**config.mk**
```make
export PLATFORM = sky130hd
export DESIGN_NAME = uart_recv
export DESIGN_NICKNAME = d
export VERILOG_FILES = /design/src/rtl/uart_recv.sv
export SDC_FILE = /design/constraint.sdc
export NUM_CORES = 1
export LEC_CHECK = 0
export ABC_AREA = 1
export BUFFER_PORTS_ARGS = -buffer_cell sky130_fd_sc_hd__buf_2
export CORE_ASPECT_RATIO = 0.5
export CORE_MARGIN = 2
export CORE_UTILIZATION = 33
export CTS_CLUSTER_SIZE = 16
export DETAILED_ROUTE_END_ITERATION = 8
export GPL_TIMING_DRIVEN = 0
export HOLD_SLACK_MARGIN = 0.15
export RECOVER_POWER = 25
export SLEW_MARGIN = 20
export SYNTH_ARGS = -nofsm -noshare
export SYNTH_HDL_FRONTEND = slang
export SYNTH_SLANG_ARGS = --single-unit
```
**constraint.sdc**
```tcl
create_clock -name clk -period 3 [get_ports clk]
set_input_delay 0.15 -clock clk [delete_from_list [all_inputs] [get_ports clk]]
set_output_delay 0.15 -clock clk [all_outputs]
set_load 0.05 [all_outputs]
```
**src/rtl/uart_recv.sv**
```systemverilog
// 8N1 UART receiver: double-synchronised line and mid-bit sampling.
// Outputs are a one-cycle valid or frame_err strobe per frame.
module uart_recv #(
    parameter int CLKS_PER_BIT = 434,
    parameter int HALF_BIT     = CLKS_PER_BIT / 2
) (
    input  logic       clk,
    input  logic       rst,
    input  logic       rx,
    output logic [7:0] data,
    output logic       valid,
    output logic       frame_err,
    output logic       busy
);

    localparam int CNT_W = $clog2(CLKS_PER_BIT);
    localparam logic [CNT_W-1:0] HALF_LAST = CNT_W'(HALF_BIT - 1);
    localparam logic [CNT_W-1:0] FULL_LAST = CNT_W'(CLKS_PER_BIT - 1);

    typedef enum logic [2:0] {
        S_IDLE,
        S_START,
        S_DATA,
        S_STOP,
        S_BREAK
    } state_t;

    state_t           state_q, state_d;
    logic             sync_q, rx_s_q;
    logic [CNT_W-1:0] cnt_q, cnt_d;
    logic [2:0]       idx_q, idx_d;
    logic [7:0]       shift_q, shift_d;
    logic [7:0]       data_q, data_d;
    logic             valid_q, valid_d;
    logic             ferr_q, ferr_d;
    logic             bit_done;

    // The start bit is sampled half a period in; every later bit a full period on.
    assign bit_done = (state_q == S_START) ? (cnt_q == HALF_LAST) : (cnt_q == FULL_LAST);

    always_ff @(posedge clk) begin
        if (rst) begin
            sync_q  <= 1'b1;
            rx_s_q  <= 1'b1;
            state_q <= S_IDLE;
            cnt_q   <= '0;
            idx_q   <= '0;
            shift_q <= '0;
            data_q  <= '0;
            valid_q <= 1'b0;
            ferr_q  <= 1'b0;
        end else begin
            sync_q  <= rx;
            rx_s_q  <= sync_q;
            state_q <= state_d;
            cnt_q   <= cnt_d;
            idx_q   <= idx_d;
            shift_q <= shift_d;
            data_q  <= data_d;
            valid_q <= valid_d;
            ferr_q  <= ferr_d;
        end
    end

    always_comb begin
        state_d = state_q;
        case (state_q)
            S_IDLE:  if (!rx_s_q) state_d = S_START;
            S_START: if (bit_done) state_d = rx_s_q ? S_IDLE : S_DATA;
            S_DATA:  if (bit_done && idx_q == 3'd7) state_d = S_STOP;
            S_STOP:  if (bit_done) state_d = rx_s_q ? S_IDLE : S_BREAK;
            S_BREAK: if (rx_s_q) state_d = S_IDLE;
            default: state_d = S_IDLE;
        endcase
    end

    always_comb begin
        cnt_d   = cnt_q + CNT_W'(1);
        idx_d   = idx_q;
        shift_d = shift_q;
        data_d  = data_q;
        valid_d = 1'b0;
        ferr_d  = 1'b0;
        if (state_d != state_q || bit_done || state_q == S_IDLE || state_q == S_BREAK) begin
            cnt_d = '0;
        end
        case (state_q)
            S_START: if (bit_done) idx_d = '0;
            S_DATA: begin
                if (bit_done) begin
                    shift_d = {rx_s_q, shift_q[7:1]};
                    idx_d   = idx_q + 3'd1;
                end
            end
            S_STOP: begin
                if (bit_done) begin
                    if (rx_s_q) begin
                        data_d  = shift_q;
                        valid_d = 1'b1;
                    end else begin
                        ferr_d = 1'b1;
                    end
                end
            end
            default: ;
        endcase
    end

    assign data      = data_q;
    assign valid     = valid_q;
    assign frame_err = ferr_q;
    assign busy      = (state_q != S_IDLE);

endmodule

```
==> impl_metrics.tcl <==
set metrics [dict create \
    run_status "complete, no violations" \
    ctsLongestPathBuffers 2 \
    first_pass_iters 4 \
    synth_top_area_cell "dfxtp_1" \
    wirelength_mm 3.060 \
    post-place-cells 298 \
    grt_max_degree 12 \
    crit_path_top_delay_cell "dfxtp_1" \
    area_growth_pct 17.77 \
    rows 17 \
    clock_sinks 35 \
    clk_pin_slew_ns 0.07 \
    fill_cells 489 \
    synthesis.nets 225 \
    vias_per_cell 4.385 \
    dieArea_um2 5404 \
    clock_latency_ns 0.29 \
    grt_pass1_wl_mm 5.423 \
    cts_root_buffer "clkbuf_8" \
    fin_crit_ns 1.583 \
    hold_viol 0 \
    ys_seq_area_frac 0.4423 \
    grt_setup_unrepaired "no" \
    ys_top_cells_by_area "dfxtp_1 (44%), nor2_1 (13%), inv_1 (7.8%)" \
    dp_hpwl_mm 2.229 \
    yosys_warnings 0 \
    grt_pass1_vias 1230 \
    syn_inst 219 \
    finalNonFillerCells 309 \
    syn_area_per_cell_um2 7.233 \
    drtAntennaViolNets 0 \
    synth_seq_cells 35 \
    fin_setup_tns_ns 0 \
    ys.flop_type "dfxtp_1" \
    power_uw 937.7 \
    cp.arrival_ns 1.76 \
    diodes 0 \
    maxSlewViolCount 0 \
    maxCapViolCount 0 \
    cts_tree "built" \
    antenna_found_initial 0 \
    portBuffers 13 \
    syn_area_um2 1584 \
    seqCellArea_um2 700.7 \
    synth.distinct_cells 25 \
    place_area_um2 1732 \
    p_leak_nw 0.7865 \
    drive_above_1_share 0.1111 \
    vias 1355 \
    fmax_mhz 631.8 \
    setup_viol 0 \
    fp.dieH_um 52.99 \
    io_pins 14 \
    path_buf_inv 2 \
    critPathMaxFanout 9 \
    coreArea_um2 4509 \
    cts.htree.levels 2 \
    fin_area_um2 1866 \
    relSlewSlack 0.5986 \
    drc 0 \
    cp-start-kind "register" \
    slowest_delay_ns 0.35 \
    globalRouteTotalUtil 0.1322 \
    wire_per_inst_um 9.903 \
    skew_ns 0.007438 \
    holdCritPathClass "register to register" \
    nNetsFinal 248 \
    numCtsBuffers 5 \
    vdd_ir_drop_max_v 0.0001815 \
    drtIter0Drc 28 \
    critPathKind "register to register" \
    grt-ovfl-total 0 \
    die-width_um 102.0 \
    worst_pin_slew_ns 0.6047 \
    synth_edf_count 0 \
    period_share 0.5276 \
    synth_top_area_frac 0.4423 \
    start_util 0.3513 \
    power_density_nw_per_um2 502.7 \
    gp_congestion 0.7823 \
    synth-async-reset-ratio 0 \
    crit_path_end_kind "register" \
    cp_cell_sequence "inv_1 -> nand2_1 -> nor2_1 -> nand2_1 -> nand2_1 -> nand3_4 -> nor2_4 -> inv_2 -> nor2_1 -> nor2_1" \
    multi_input_area_um2 737.0 \
    critPathTopFamily "simple AND/OR/NAND/NOR gates" \
    cp.required_ns 3.18 \
]
[cell families (layout without fill, tap and decap cells)]
group	Yosys count	after routing	share of synthesized area
fa+ha+maj	3	3	0.02370
flops	35	35	0.4423
buf+inv	39	63	0.09242
simple gates	123	123	0.3720
compound gates	15	15	0.04739
xor+xnor	4	4	0.02211
[what timing repair did]
item                                   4_1_cts  5_1_grt
setup endpoints to repair                    0        0
hold buffers                                 3        0
endpoints found under the hold margin        5        0
resized for setup                            0        0
buffers inserted                             0        0
[worst register-to-register path, delay by kind of cell (launching register included)]
family | cells | cell delay [ns]
buffers and inverters | 2 | 0.19
DFF | 1 | 0.35
and+or+nand+nor | 8 | 0.92
[final timing paths]
kind	to	cells after the start	slack, ns	start
hold / removal	rx_s_q	1	0.41	sync_q
setup reg to reg	shift_q[7]	10	1.42	cnt_q[3]
setup / recovery	shift_q[7]	10	1.42	cnt_q[3]
hold reg to reg	rx_s_q	1	0.41	sync_q
[Yosys cell counts (2+ instances only)]
cell / number
nand2_1: 33
nor2_1: 55
xor2_1: 4
nor3_1: 3
ha_1: 3
a21oi_1: 5
dfxtp_1: 35
clkbuf_1: 2
or2_2: 3
nor4_1: 2
nand2_2: 2
inv_2: 3
inv_1: 33
nand4_1: 10
o21ai_0: 9
nor2_4: 3
nand3_1: 6
[area by class of cell]
| cell class | instances | share of cell area |
|---|---|---|
| sequential | 35 | 0.3756 |
| timing repair buffer | 16 | 0.04359 |
| clock inverter | 2 | 0.01878 |
| buffer | 3 | 0.006036 |
| multi-input combinational | 145 | 0.3950 |
| clock buffer | 6 | 0.04427 |
| inverter | 36 | 0.07243 |
| tap | 66 | 0.04427 |
[cell usage in the layout (no fill, tap or decap), drive strengths merged]
master	Yosys	final
a21oi	5	5
buf	1	3
bufinv	0	1
clkbuf	2	19
clkinv	0	1
dfxtp	35	35
dlygate4sd3	0	3
ha	3	3
inv	36	36
nand2	36	36
nand3	7	7
nand4	11	11
nor2	59	59
nor3	5	5
nor4	2	2
o21ai	10	10
or2	3	3
xor2	4	4
[stage by stage]
step | hold WS, ns | setup WS, ns | util
2_1_floorplan | 0.2216 | 1.646 | -
3_3_place_gp | 0.3361 | 1.450 | 0.3840
3_5_place_dp | 0.3414 | 1.431 | 0.3840
4_1_cts | 0.4107 | 1.416 | 0.4168
5_1_grt | 0.4283 | 1.207 | 0.4137
6_report | 0.4103 | 1.417 | 0.4137
[power by group]
| part | internal (mW) | switching (mW) |
|---|---|---|
| logic | 0.0106 | 0.0204 |
| clock network | 0.269 | 0.169 |
| registers | 0.467 | 0.00217 |
| total | 0.746 | 0.192 |
[flip-flops by register name, indices dropped and copies added, names as in the netlist]
register and count:
cnt_q 9, data 8, frame_err 1, idx_q 3, rx_s_q 1, shift_q 8, state_q 3, sync_q 1
valid 1
[metal layers]
layer | vias up | global-route usage | share of wire
met3 | 8 | 0.03963 | 0.035
met4 | 0 | 0.06667 | 0.019
met5 | - | 0 | 0
li1 | 726 | - | -
met1 | 600 | 0.1683 | 0.54
met2 | 21 | 0.2050 | 0.41
No activity file was read; power rests on OpenSTA's default activity.
